[config.mk]
export PLATFORM = sky130hd
export DESIGN_NAME = snoop_bus_controller_flat
export DESIGN_NICKNAME = d
export VERILOG_FILES = /design/src/rtl/snoop_bus_controller_pkg.sv /design/src/rtl/snoop_bus_controller_if.sv /design/src/rtl/snoop_bus_controller_rr_arbiter.sv /design/src/rtl/snoop_bus_controller.sv /design/src/flat_wrapper.sv
export SDC_FILE = /design/constraint.sdc
export NUM_CORES = 1
export LEC_CHECK = 0
export CAP_MARGIN = 20
export CELL_PAD_IN_SITES_DETAIL_PLACEMENT = 1
export CELL_PAD_IN_SITES_GLOBAL_PLACEMENT = 1
export CORE_MARGIN = 2
export CORE_UTILIZATION = 37
export DETAILED_ROUTE_END_ITERATION = 10
export GPL_ROUTABILITY_DRIVEN = 0
export PLACE_DENSITY = 0.94
export SETUP_SLACK_MARGIN = 0.15
export SLEW_MARGIN = 40
export SYNTH_ARGS = -nofsm -noshare
export SYNTH_HDL_FRONTEND = slang
export SYNTH_SLANG_ARGS = --single-unit
[constraint.sdc]
create_clock -name clock -period 8.9 [get_ports clock]
set_input_delay 0.89 -clock clock [delete_from_list [all_inputs] [get_ports clock]]
set_output_delay 0.89 -clock clock [all_outputs]
set_load 0.005 [all_outputs]
[src/rtl/snoop_bus_controller_pkg.sv]
`default_nettype none
// ============================================================================
// Package : coherence_pkg
// Brief   : MSI message/state/op codes and snoop bus controller state encoding
// Rev     : 1.0  initial release
// ============================================================================
package coherence_pkg;

    localparam logic [1:0] c_msg_invalidar    = 2'b00;
    localparam logic [1:0] c_msg_read_miss    = 2'b01;
    localparam logic [1:0] c_msg_write_miss   = 2'b10;
    localparam logic [1:0] c_msg_sem_mensagem = 2'b11;

    typedef enum logic [1:0] {
        invalido      = 2'b00,
        modificado    = 2'b01,
        compartilhado = 2'b10
    } cache_state_e;

    typedef enum logic [1:0] {
        op_none  = 2'b00,
        op_read  = 2'b01,
        op_write = 2'b10
    } cache_op_e;

    localparam int         c_state_w   = 3;
    localparam logic [2:0] c_st_idle   = 3'd0;
    localparam logic [2:0] c_st_bcast  = 3'd1;
    localparam logic [2:0] c_st_wb     = 3'd2;
    localparam logic [2:0] c_st_mem    = 3'd3;
    localparam logic [2:0] c_st_done   = 3'd4;

    // True when two or more bits are set.
    function automatic logic multi_hot(input logic [7:0] v);
        return |(v & (v - 8'd1));
    endfunction

endpackage
`default_nettype wire

[src/rtl/snoop_bus_controller_if.sv]
`default_nettype none
// ============================================================================
// Interface : snoop_bus_controller_if
// Brief     : cache-side request/snoop signals and controller-side bus outputs
// Rev       : 1.0  initial release
// ============================================================================
interface snoop_bus_controller_if #(
    parameter int N_CPU  = 3,
    parameter int ADDR_W = 4
);
    logic [N_CPU-1:0]        req;
    logic [2*N_CPU-1:0]      req_msg;
    logic [ADDR_W*N_CPU-1:0] req_addr;
    logic [N_CPU-1:0]        snoop_wb;
    logic [N_CPU-1:0]        snoop_abort;
    logic [N_CPU-1:0]        grant;
    logic                    bus_valid;
    logic [1:0]              bus_msg;
    logic [ADDR_W-1:0]       bus_addr;
    logic                    mem_wr;
    logic                    mem_rd;
    logic [N_CPU-1:0]        done;
    logic                    busy;
    logic                    protocol_err;

    modport master (
        input  req, req_msg, req_addr, snoop_wb, snoop_abort,
        output grant, bus_valid, bus_msg, bus_addr, mem_wr, mem_rd, done, busy, protocol_err
    );

    modport slave (
        output req, req_msg, req_addr, snoop_wb, snoop_abort,
        input  grant, bus_valid, bus_msg, bus_addr, mem_wr, mem_rd, done, busy, protocol_err
    );
endinterface
`default_nettype wire

[src/rtl/snoop_bus_controller_rr_arbiter.sv]
`default_nettype none
// ============================================================================
// Module : rr_arbiter
// Brief  : combinational round-robin arbiter; nearest eligible after 'last'
// Rev    : 1.0  initial release
// ============================================================================
module rr_arbiter #(
    parameter int N     = 3,
    parameter int IDX_W = $clog2(N)
) (
    input  logic [N-1:0]     eligible,
    input  logic [IDX_W-1:0] last,
    output logic [N-1:0]     winner,
    output logic [IDX_W-1:0] winner_idx,
    output logic             any
);
    localparam logic [N-1:0] c_one = {{(N-1){1'b0}}, 1'b1};

    int w_best;
    int w_dist;

    // Distance 1..N from 'last'; the smallest eligible distance wins.
    always_comb begin
        winner_idx = '0;
        any        = 1'b0;
        w_best     = N + 1;
        w_dist     = 0;
        for (int i = 0; i < N; i++) begin
            w_dist = (i > int'(last)) ? (i - int'(last)) : (i - int'(last) + N);
            if (eligible[i] && (w_dist < w_best)) begin
                w_best     = w_dist;
                winner_idx = IDX_W'(i);
                any        = 1'b1;
            end
        end
        winner = any ? (c_one << winner_idx) : '0;
    end
endmodule
`default_nettype wire

[src/rtl/snoop_bus_controller.sv]
`default_nettype none
// ============================================================================
// Module : snoop_bus_controller
// Brief  : round-robin MSI snoop bus sequencer with write-back/read phases
// Rev    : 1.0  initial release
// ============================================================================
module snoop_bus_controller
    import coherence_pkg::*;
#(
    parameter int N_CPU   = 3,
    parameter int ADDR_W  = 4,
    parameter int MEM_LAT = 4
) (
    input  logic                   clock,
    input  logic                   reset,
    snoop_bus_controller_if.master bus
);
    localparam int c_idx_w = $clog2(N_CPU);
    localparam int c_cnt_w = $clog2(MEM_LAT + 1);

    logic [c_state_w-1:0] r_state;
    logic [c_state_w-1:0] w_next;
    logic [N_CPU-1:0]     w_eligible;
    logic [N_CPU-1:0]     w_win;
    logic [c_idx_w-1:0]   w_win_idx;
    logic                 w_any;
    logic [N_CPU-1:0]     r_owner;
    logic [c_idx_w-1:0]   r_owner_idx;
    logic [c_idx_w-1:0]   r_last;
    logic [1:0]           r_msg;
    logic [ADDR_W-1:0]    r_addr;
    logic [c_cnt_w-1:0]   r_cnt;
    logic                 r_err;
    logic [N_CPU-1:0]     w_abort;
    logic [N_CPU-1:0]     w_wb;
    logic                 w_bcast_err;

    genvar g;
    generate
        for (g = 0; g < N_CPU; g++) begin : g_elig
            assign w_eligible[g] = bus.req[g] && (bus.req_msg[2*g +: 2] != c_msg_sem_mensagem);
        end
    endgenerate

    rr_arbiter #(
        .N     (N_CPU),
        .IDX_W (c_idx_w)
    ) u_arb (
        .eligible   (w_eligible),
        .last       (r_last),
        .winner     (w_win),
        .winner_idx (w_win_idx),
        .any        (w_any)
    );

    // The granted cache never snoops its own message.
    assign w_abort     = bus.snoop_abort & ~r_owner;
    assign w_wb        = bus.snoop_wb & ~r_owner;
    assign w_bcast_err = multi_hot(8'(w_abort))
                       || ((r_msg == c_msg_invalidar) && (|w_abort))
                       || (|(w_abort & ~w_wb));

    always_ff @(posedge clock) begin
        if (reset) r_state <= c_st_idle;
        else       r_state <= w_next;
    end

    // Reset leaves r_last at the top index so CPU0 is first in line.
    always_ff @(posedge clock) begin
        if (reset) begin
            r_owner     <= '0;
            r_owner_idx <= '0;
            r_last      <= c_idx_w'(N_CPU - 1);
            r_msg       <= c_msg_sem_mensagem;
            r_addr      <= '0;
            r_cnt       <= '0;
            r_err       <= 1'b0;
        end else begin
            case (r_state)
                c_st_idle: begin
                    if (w_any) begin
                        r_owner     <= w_win;
                        r_owner_idx <= w_win_idx;
                        r_msg       <= bus.req_msg[2*w_win_idx +: 2];
                        r_addr      <= bus.req_addr[ADDR_W*w_win_idx +: ADDR_W];
                    end
                end
                c_st_bcast: begin
                    r_cnt <= c_cnt_w'(MEM_LAT);
                    if (w_bcast_err) r_err <= 1'b1;
                end
                c_st_wb, c_st_mem: r_cnt <= r_cnt - 1'b1;
                c_st_done:         r_last <= r_owner_idx;
                default: ;
            endcase
        end
    end

    always_comb begin
        w_next = r_state;
        case (r_state)
            c_st_idle:  if (w_any) w_next = c_st_bcast;
            c_st_bcast: begin
                if ((r_msg == c_msg_read_miss) || (r_msg == c_msg_write_miss))
                    w_next = (|w_abort) ? c_st_wb : c_st_mem;
                else
                    w_next = c_st_done;
            end
            c_st_wb, c_st_mem: if (r_cnt == c_cnt_w'(1)) w_next = c_st_done;
            c_st_done:  w_next = c_st_idle;
            default:    w_next = c_st_idle;
        endcase
    end

    always_comb begin
        bus.grant     = '0;
        bus.bus_valid = 1'b0;
        bus.bus_msg   = c_msg_sem_mensagem;
        bus.bus_addr  = '0;
        bus.mem_wr    = 1'b0;
        bus.mem_rd    = 1'b0;
        bus.done      = '0;
        bus.busy      = 1'b0;
        if (r_state != c_st_idle) begin
            bus.grant    = r_owner;
            bus.bus_msg  = r_msg;
            bus.bus_addr = r_addr;
            bus.busy     = 1'b1;
        end
        case (r_state)
            c_st_bcast: bus.bus_valid = 1'b1;
            c_st_wb:    bus.mem_wr    = 1'b1;
            c_st_mem:   bus.mem_rd    = 1'b1;
            c_st_done:  bus.done      = r_owner;
            default: ;
        endcase
    end

    assign bus.protocol_err = r_err;
endmodule
`default_nettype wire

[src/flat_wrapper.sv]
// flat-port wrapper written by rule: the top's interface ports become plain ports
module snoop_bus_controller_flat import coherence_pkg::*;
#(
    parameter int N_CPU   = 3,
    parameter int ADDR_W  = 4,
    parameter int MEM_LAT = 4
)
  (clock, reset, bus_req, bus_req_msg, bus_req_addr, bus_snoop_wb, bus_snoop_abort, bus_grant, bus_bus_valid, bus_bus_msg, bus_bus_addr, bus_mem_wr, bus_mem_rd, bus_done, bus_busy, bus_protocol_err);
  snoop_bus_controller_if #(.N_CPU(N_CPU), .ADDR_W(ADDR_W)) bus_i ();
  input  logic clock;
  input  logic reset;
  input wire logic [$bits(bus_i.req)-1:0] bus_req;
  input wire logic [$bits(bus_i.req_msg)-1:0] bus_req_msg;
  input wire logic [$bits(bus_i.req_addr)-1:0] bus_req_addr;
  input wire logic [$bits(bus_i.snoop_wb)-1:0] bus_snoop_wb;
  input wire logic [$bits(bus_i.snoop_abort)-1:0] bus_snoop_abort;
  output wire logic [$bits(bus_i.grant)-1:0] bus_grant;
  output wire logic [$bits(bus_i.bus_valid)-1:0] bus_bus_valid;
  output wire logic [$bits(bus_i.bus_msg)-1:0] bus_bus_msg;
  output wire logic [$bits(bus_i.bus_addr)-1:0] bus_bus_addr;
  output wire logic [$bits(bus_i.mem_wr)-1:0] bus_mem_wr;
  output wire logic [$bits(bus_i.mem_rd)-1:0] bus_mem_rd;
  output wire logic [$bits(bus_i.done)-1:0] bus_done;
  output wire logic [$bits(bus_i.busy)-1:0] bus_busy;
  output wire logic [$bits(bus_i.protocol_err)-1:0] bus_protocol_err;
  assign bus_i.req = bus_req;
  assign bus_i.req_msg = bus_req_msg;
  assign bus_i.req_addr = bus_req_addr;
  assign bus_i.snoop_wb = bus_snoop_wb;
  assign bus_i.snoop_abort = bus_snoop_abort;
  assign bus_grant = bus_i.grant;
  assign bus_bus_valid = bus_i.bus_valid;
  assign bus_bus_msg = bus_i.bus_msg;
  assign bus_bus_addr = bus_i.bus_addr;
  assign bus_mem_wr = bus_i.mem_wr;
  assign bus_mem_rd = bus_i.mem_rd;
  assign bus_done = bus_i.done;
  assign bus_busy = bus_i.busy;
  assign bus_protocol_err = bus_i.protocol_err;
  snoop_bus_controller #(.N_CPU(N_CPU), .ADDR_W(ADDR_W), .MEM_LAT(MEM_LAT)) u_core (.clock(clock), .reset(reset), .bus(bus_i));
endmodule
==> results of run 1 <==
cells in the mapped netlist, types with 2 or more instances:
cell / n
sky130_fd_sc_hd__and3_1: 5
sky130_fd_sc_hd__o311a_1: 2
sky130_fd_sc_hd__o211ai_2: 2
sky130_fd_sc_hd__and2_1: 13
sky130_fd_sc_hd__a21bo_2: 2
sky130_fd_sc_hd__nand4_1: 2
sky130_fd_sc_hd__or3b_1: 2
sky130_fd_sc_hd__a22o_1: 2
sky130_fd_sc_hd__a31oi_1: 3
sky130_fd_sc_hd__or3_1: 2
sky130_fd_sc_hd__nor2_1: 25
sky130_fd_sc_hd__a21oi_1: 10
sky130_fd_sc_hd__nor3_1: 4
sky130_fd_sc_hd__o221ai_1: 3
sky130_fd_sc_hd__nor2b_1: 3
sky130_fd_sc_hd__inv_1: 16
sky130_fd_sc_hd__a211oi_1: 4
sky130_fd_sc_hd__a22oi_1: 3
sky130_fd_sc_hd__o21a_1: 6
sky130_fd_sc_hd__nand2_1: 15
sky130_fd_sc_hd__ha_1: 15
sky130_fd_sc_hd__clkbuf_1: 4
sky130_fd_sc_hd__nand2b_1: 7
sky130_fd_sc_hd__xnor2_1: 3
sky130_fd_sc_hd__o21ai_0: 13
sky130_fd_sc_hd__dfxtp_1: 19
area by class of cell:
cell class                 count  area share, %
clock inverter                 1          0.229
multi-input combinational    167           54.0
tap                           52           2.98
sequential                    19           17.4
clock buffer                   3           1.89
timing repair buffer          45           20.7
inverter                      16           2.75
where the power goes:
group	internal (W)	total (W)	switching, W	leakage, nW
logic	0.000205	0.000448	0.000243	0.728
registers	0.000117	0.000148	0.0000306	0.156
clock network	0.0000312	0.0000613	0.0000301	0.0255
through the flow:
| stage | power [W] | cell area (sq um) | hold slack, ps | worst slack (ps) |
|---|---|---|---|---|
| after floorplan | 0.000465 | 1650 | 441 | 4380 |
| after global placement | 0.000572 | 2130 | 435 | 3590 |
| after detailed placement | 0.000594 | 2130 | 459 | 3280 |
| after CTS | 0.000659 | 2180 | 470 | 3550 |
| after global routing | 0.000717 | 2180 | 500 | 3150 |
| final | 0.000657 | 2180 | 461 | 3560 |
registers in the layout (all words and copies together) (netlist names):
register	count
u_core.r_msg	2
u_core.bus.protocol_err	1
u_core.r_addr	4
u_core.r_last	2
u_core.r_cnt	3
u_core.r_owner_idx	2
u_core.r_state	3
u_core.r_owner	2
final timing paths:
kind / endpoint / slack (ps) / cells after the start
setup / recovery: u_core.r_addr[1] / 3560 / 15
hold / removal: u_core.bus.protocol_err / 460 / 2
setup reg to reg: u_core.r_addr[1] / 3940 / 16
hold reg to reg: u_core.bus.protocol_err / 460 / 2
kinds of logic (layout without fill, tap and decap cells):
group                    after synthesis  in the layout  synth area share [%]
AND/OR/NAND/NOR                       87             87                  29.4
AO/OA/AOI/OAI                         60             60                  27.8
buffers and inverters                 22             65                  5.46
flip-flops                            19             19                  23.1
adder cells (fa/ha/maj)               15             15                  11.4
XOR/XNOR                               4              4                  2.12
multiplexers                           1              1                 0.683
routing by layer:
metal  global-route usage [%]  wire (um)
met4                     4.82         55
met5                        0          0
met1                     27.0       2170
met2                     36.4       2520
met3                     2.99        190
cell usage in the layout (no fill, tap or decap), drive strengths merged, types with 5 or more instances in the layout:
cell and instances:
clkdlybuf4s50 45, nor2 25, dfxtp 19, inv 16
nand2 15, ha 15, and2 13, o21ai 13
a21oi 10, nand2b 8, o21a 6, and3 5
a211oi 5
worst max-delay path: stages:
cell and delay [ps]:
sky130_fd_sc_hd__clkdlybuf4s50_1 490, sky130_fd_sc_hd__a21boi_1 420, sky130_fd_sc_hd__nand2_1 140, sky130_fd_sc_hd__ha_1 310
sky130_fd_sc_hd__or3b_1 380, sky130_fd_sc_hd__or2_4 270, sky130_fd_sc_hd__a211oi_4 540, sky130_fd_sc_hd__a21oi_1 160
sky130_fd_sc_hd__ha_1 320, sky130_fd_sc_hd__or3b_1 360, sky130_fd_sc_hd__o21a_1 240, sky130_fd_sc_hd__nor3b_2 270
sky130_fd_sc_hd__nand2_1 250, sky130_fd_sc_hd__a31oi_1 250, sky130_fd_sc_hd__o221ai_1 160
==> run summary, run 1 <==
STA classifies the critical path startpoint as an input port. The global-route wire length before repair is 8360 um, and the final routed DRC violation total is 0. The number of setup violations in the final report is 0. For the buffer levels on the longest clock path, the log shows 2. The placed cell count came out at 299. The die area came out at 5010 sq um. The number of routed nets with antenna violations is 0, and the die width is 70.8 um. A synthesized cell averages 7.93 sq um. In this run, the number of DRC markers left after iteration 0 of detailed routing was 57.

The largest total area in the synthesized netlist belongs to sky130_fd_sc_hd__dfxtp_1. Yosys printed 0 warnings. The number of buffers created by CTS was 3. In the final layout, the multi-input gates occupy 1180 sq um.

46 I/O pins were placed. The global-route congestion overflow total came out at 0. The total detailed-routing wirelength is 4940 um, and the number of flops mapped to enable cells by yosys is 0.

Clock-pin slew was measured on the worst setup and hold paths at 70 ps. The cell area after technology mapping is 1650 sq um, and the floorplan die height is 70.8 um. Entering global routing, the biggest net connects 22 pins. Startpoint of the worst-slack reg-to-reg timing path: u_core.r_last[0]. The logs give 296 for the number of nets in the finished design and 19 for the clock sink count. Gates resized during post-CTS repair numbered 0.

The classification of the worst-slack hold path was reg -> reg. Across the run, the number of max-cap violations was 0. The total of flip-flops plus latches after synthesis was 19; the worst-case headroom to the max-slew limit was 58.4%. The proportion of synthesized flip-flops having asynchronous set or reset came out at 0%. The number of global-route vias before repair was 1,689.

The setup skew after layout was 4.23 ps. In the synthesized netlist, the number of instances is 208. Timing would allow up to 0.187 GHz. The largest fanout on the critical path came out at 14. Counting I/O delays and the setup requirement, the final critical path takes 5340 ps. Across the VDD grid, the largest voltage drop is 0.000130 V. The cell sitting at the root of the clock tree is a sky130_fd_sc_hd__clkbuf_8. The run finished with clean final reports. For this configuration, the core starts out at a cell density of 38.1%. The slew at the pin with the worst max-slew slack works out to 619 ps.

In the finished design, the share of the clock period the worst path needs comes to 59.9%. The number of nets handed over by synthesis was 252. The share of final-layout standard cells stronger than drive strength 1 is 6.77%. TritonCTS built the clock tree. For the required time reported for the critical path endpoint, the log shows 9020 ps. After routing, the total negative slack on setup checks comes to 0 ps. In this run the most critical hold path is launched from u_core.bus.protocol_err. The H-tree level count came out at 1.

Max-slew violation total from the final report: 0. In the synthesized netlist the dominant register cell turns out to be sky130_fd_sc_hd__dfxtp_1. From synthesis to final layout, the design area changed by 32.2%.

Setup repair after global routing left no endpoint under its margin. The critical path starts at bus_req[0]. The total area inside the core boundary comes to 4320 sq um. The clock reaches the later pin of the worst-skew pair after 260 ps. The initial antenna violation count was 0. The run gives 561 as the number of fill cells in the layout.

Buffers added to address setup during post-CTS repair amount to 0. The logs give 380 sq um for the sequential cell area and 0.909 nW for the static leakage. The fraction of the yosys area taken by sequential cells is 23.1%, and the average wire per cell in the routed design is 16.3 um.

The critical path in this run is classified as in -> reg. Global routing usage summed across all routing layers: 20.8%. The area fraction of the dominant cell type after synthesis was 23.1%; the post-route core utilization was 50.4%.

The total power per unit cell area works out to 301 nW/um^2. The count of TritonRoute iterations in the first routing pass was 4. After synthesis, the cell types taking the most area are sky130_fd_sc_hd__dfxtp_1 23%, sky130_fd_sc_hd__ha_1 11%, sky130_fd_sc_hd__nor2_1 5.7%. The number of distinct standard cells referenced by the synthesized netlist came out at 49. The repair_antennas step left the layout with diodes totalling 0. In this run, post-CTS hold repair placed 0 buffers. Data on the critical path arrives at its endpoint at 5460 ps.

Buffers placed on the I/O ports in this run total 45. The routed via count divided by cell count was 5.58. The floorplan has 24 rows. The number of vias in the routed layout was 1,691; the filler-free cell count of the finished design was 303.

STA classifies the critical path endpoint as a register. After legalization and detailed placement, the total HPWL measured 3980 um. Number of failing hold endpoints at the final stage: 0.
Note: power is estimated with default switching activity, not from simulation.
==> inputs of run 2 (changes only) <==
Settings changed: CORE_UTILIZATION 37 to 31, PLACE_DENSITY 0.94 to 0.85.
Clock period 8.9 ns to 4.4 ns, I/O delays scaled along.
==> run summary, run 2 (same netlist as run 1, synthesis figures left out) <==
The tools report the H-tree level count as 1 (unchanged). Derived from the worst setup path, the maximum achievable clock frequency is 0.239 GHz. The final clock period utilization by the worst path is 95.0%. The largest fanout on the critical path came out at 6 (was 14).

Setup repair after global routing left no endpoint under its margin. The switching share of power works out to 44.0% (was 46.2%). The die width was 76.9 um (was 70.8 um); the initial antenna violation count was 0 (unchanged).

The most frequent standard cell in the layout excluding fill and tap cells was sky130_fd_sc_hd__clkdlybuf4s50_1 (unchanged). The antenna cell count was 0 (unchanged); the number of routed nets with antenna violations was 0 (unchanged). The total power per unit cell area is 647 nW/um^2 (was 301 nW/um^2). Worst-skew pair later-pin latency: 260 ps (about the same).

The worst-case headroom to the max-slew limit is 53.9% (was 58.4%), and the number of I/O port buffers is 45 (unchanged). The slew at the pin with the worst max-slew slack was 686 ps (was 619 ps). The area added between synthesis and finish was 52.1% (was 32.2%); the routed via count divided by cell count was 5.23 (was 5.58). The global-route wire length before repair is 8830 um (was 8360 um), and the setup slack of the most critical reg-to-reg path is 220 ps (was 3940 ps).

The logs give 22 (unchanged) for the maximum number of pins on one net before global-route repair and 5670 um (was 4940 um) for the total detailed-routing wirelength. The die area came out at 5920 sq um (was 5010 sq um). The tools report the number of failing hold endpoints at the final stage as 0 (unchanged). For the number of nets in the finished design, the log shows 317 (was 296). The post-route core utilization is 49.1% (was 50.4%). The tools report the clock sink count as 19 (unchanged). The logs give 0.000364 V (was 0.000130 V) for the peak supply drop and 5110 sq um (was 4320 sq um) for the placeable core region.

The global-route congestion overflow total is 0 (unchanged). The logs give 4330 ps (was 5460 ps) for the signal arrival time at the worst endpoint and 73.7% (was 68.2%) for the proportion of power drawn by combinational gates. The design internal power is 0.000908 W (was 0.000353 W). The final standard cell area without fillers was 2510 sq um (was 2180 sq um). Classification of the worst-slack hold path: reg -> reg (unchanged). Counting I/O delays and the setup requirement, the final critical path takes 4180 ps. The number of fill cells in the layout was 630 (was 561). Root buffer selected by CTS: sky130_fd_sc_hd__clkbuf_8 (unchanged). The clock share of power is 7.5% (was 9.3%), and the number of flip-flops in the largest register is 4 (unchanged). The number of global-route vias before repair is 1,839 (was 1,689). The sort of element at the start of the critical path was a register (was an input port). The run gives 4550 ps (was 9020 ps) as the required time reported for the critical path endpoint.

The global routing usage summed across all routing layers was 18.2% (was 20.8%). Starting DRC count in detailed routing: 74 (was 57). The top-level I/O count was 46 (unchanged).

The type of the worst setup path was reg -> reg (was in -> reg). The post-DP HPWL came out at 4250 um (was 3980 um). The tools report the kind of end point of the critical path as a register (unchanged). Post-place instance area: 2280 sq um (was 2130 sq um). The floorplan die height came out at 76.9 um (was 70.8 um).

The number of vias in the routed layout came out at 1,788 (was 1,691). The clock-pin slew on the worst setup and hold paths came out at 80 ps (was 70 ps). The final routed DRC violation total is 0 (unchanged). For the number of setup violations in the final report, the log shows 0 (unchanged). Commonest cells after routing, fill and taps aside: 42 x sky130_fd_sc_hd__clkdlybuf4s50_1, 24 x sky130_fd_sc_hd__nor2_1, 19 x sky130_fd_sc_hd__buf_4 (was 45 x sky130_fd_sc_hd__clkdlybuf4s50_1, 25 x sky130_fd_sc_hd__nor2_1, 19 x sky130_fd_sc_hd__dfxtp_1). The number of core rows was 26 (was 24).

Registers with the highest flip-flop counts: u_core.r_addr x4, u_core.r_cnt x3, u_core.r_state x3 (unchanged). The sequential fraction of design power is 18.7% (was 22.5%), and the static leakage is 1.05 nW (was 0.909 nW). The setup skew after layout is 8.88 ps (was 4.23 ps). TritonCTS built the clock tree. The max-capacitance violation count was 0 (unchanged); the initial standard-cell utilization of the core was 32.3% (was 38.1%). The average wire per cell in the routed design is 16.6 um (was 16.3 um), and the count of TritonRoute iterations in the first routing pass is 4 (unchanged).

Max-slew violation total from the final report: 0 (unchanged). The register bank with the most flops is u_core.r_addr (unchanged). The flow ran to the end, and the final reports show no timing, DRC or antenna violations.

The number of buffers created by CTS was 3 (unchanged); the net switching component of the power was 0.000713 W (was 0.000303 W). The share of final-layout standard cells stronger than drive strength 1 is 21.7% (was 6.77%). The run gives 2 (unchanged) as the buffer levels on the longest clock path.
-- run 2: metrics by stage --
stage | total power [W] | instances | worst slack, ps | hold slack [ps] | TNS [ps]
after floorplan | 0.000941 | 208 | 220 | 441 | 0
after global routing | 0.00175 | 342 | 84.2 | 517 | 0
after global placement | 0.00123 | 333 | -27.0 | 440 | -86.5
after detailed placement | 0.00128 | 333 | -198 | 454 | -1390
final | 0.00162 | 342 | 221 | 458 | 0
after CTS | 0.00146 | 339 | 150 | 466 | 0
-- run 2: path summary, 6_finish.rpt --
check / from / to / cells after the start
max: u_core.r_last[1] / u_core.r_addr[0] / 15
min: u_core.bus.protocol_err / u_core.bus.protocol_err / 2
max reg2reg: u_core.r_last[1] / u_core.r_addr[0] / 15
min reg2reg: u_core.bus.protocol_err / u_core.bus.protocol_err / 2
-- run 2: layer usage --
metal	vias up	global-route usage, %	wire, um
li1	862	-	-
met2	57	32.3	2940
met5	-	0	0
met3	13	2.47	187
met4	0	5.45	127
met1	856	22.7	2410
-- run 2: critical path, stage by stage (launching register included) --
cell,delay (ps)
sky130_fd_sc_hd__dfxtp_4,360
sky130_fd_sc_hd__inv_6,70
sky130_fd_sc_hd__ha_4,170
sky130_fd_sc_hd__mux2_4,330
sky130_fd_sc_hd__ha_1,200
sky130_fd_sc_hd__or3b_4,390
sky130_fd_sc_hd__or2_4,280
sky130_fd_sc_hd__a211oi_4,270
sky130_fd_sc_hd__a21oi_2,100
sky130_fd_sc_hd__ha_1,340
sky130_fd_sc_hd__or3b_4,400
sky130_fd_sc_hd__o21a_4,230
sky130_fd_sc_hd__nor4_4,400
sky130_fd_sc_hd__a22oi_4,140
sky130_fd_sc_hd__o21a_1,210
sky130_fd_sc_hd__a22o_1,190
-- run 2: final cells by class --
type                    instances  area (sq um)  area share (%)
repair buffers                 66           623            24.8
multi-input cells             167          1300            51.8
clock inverters                 1          5.00           0.200
flip-flops and latches         19           385            15.4
clock buffers                   3          41.3            1.65
inverters                      16          67.6            2.69
well taps                      70          87.6            3.49
-- run 2: what timing repair did --
item,CTS,global route
pin swaps,4,17
hold buffers,0,0
endpoints found under the setup margin,9,10
gates resized for setup,8,30
setup buffers,2,3
-- run 2: power by group through the flow --
stage               Clock, W  Combinational, W  Sequential, W
floorplan                  0          0.000666       0.000275
global placement           0          0.000929       0.000298
detailed placement         0          0.000974       0.000302
CTS                 0.000124           0.00104       0.000298
global route        0.000133           0.00131       0.000315
finish              0.000122           0.00120       0.000304
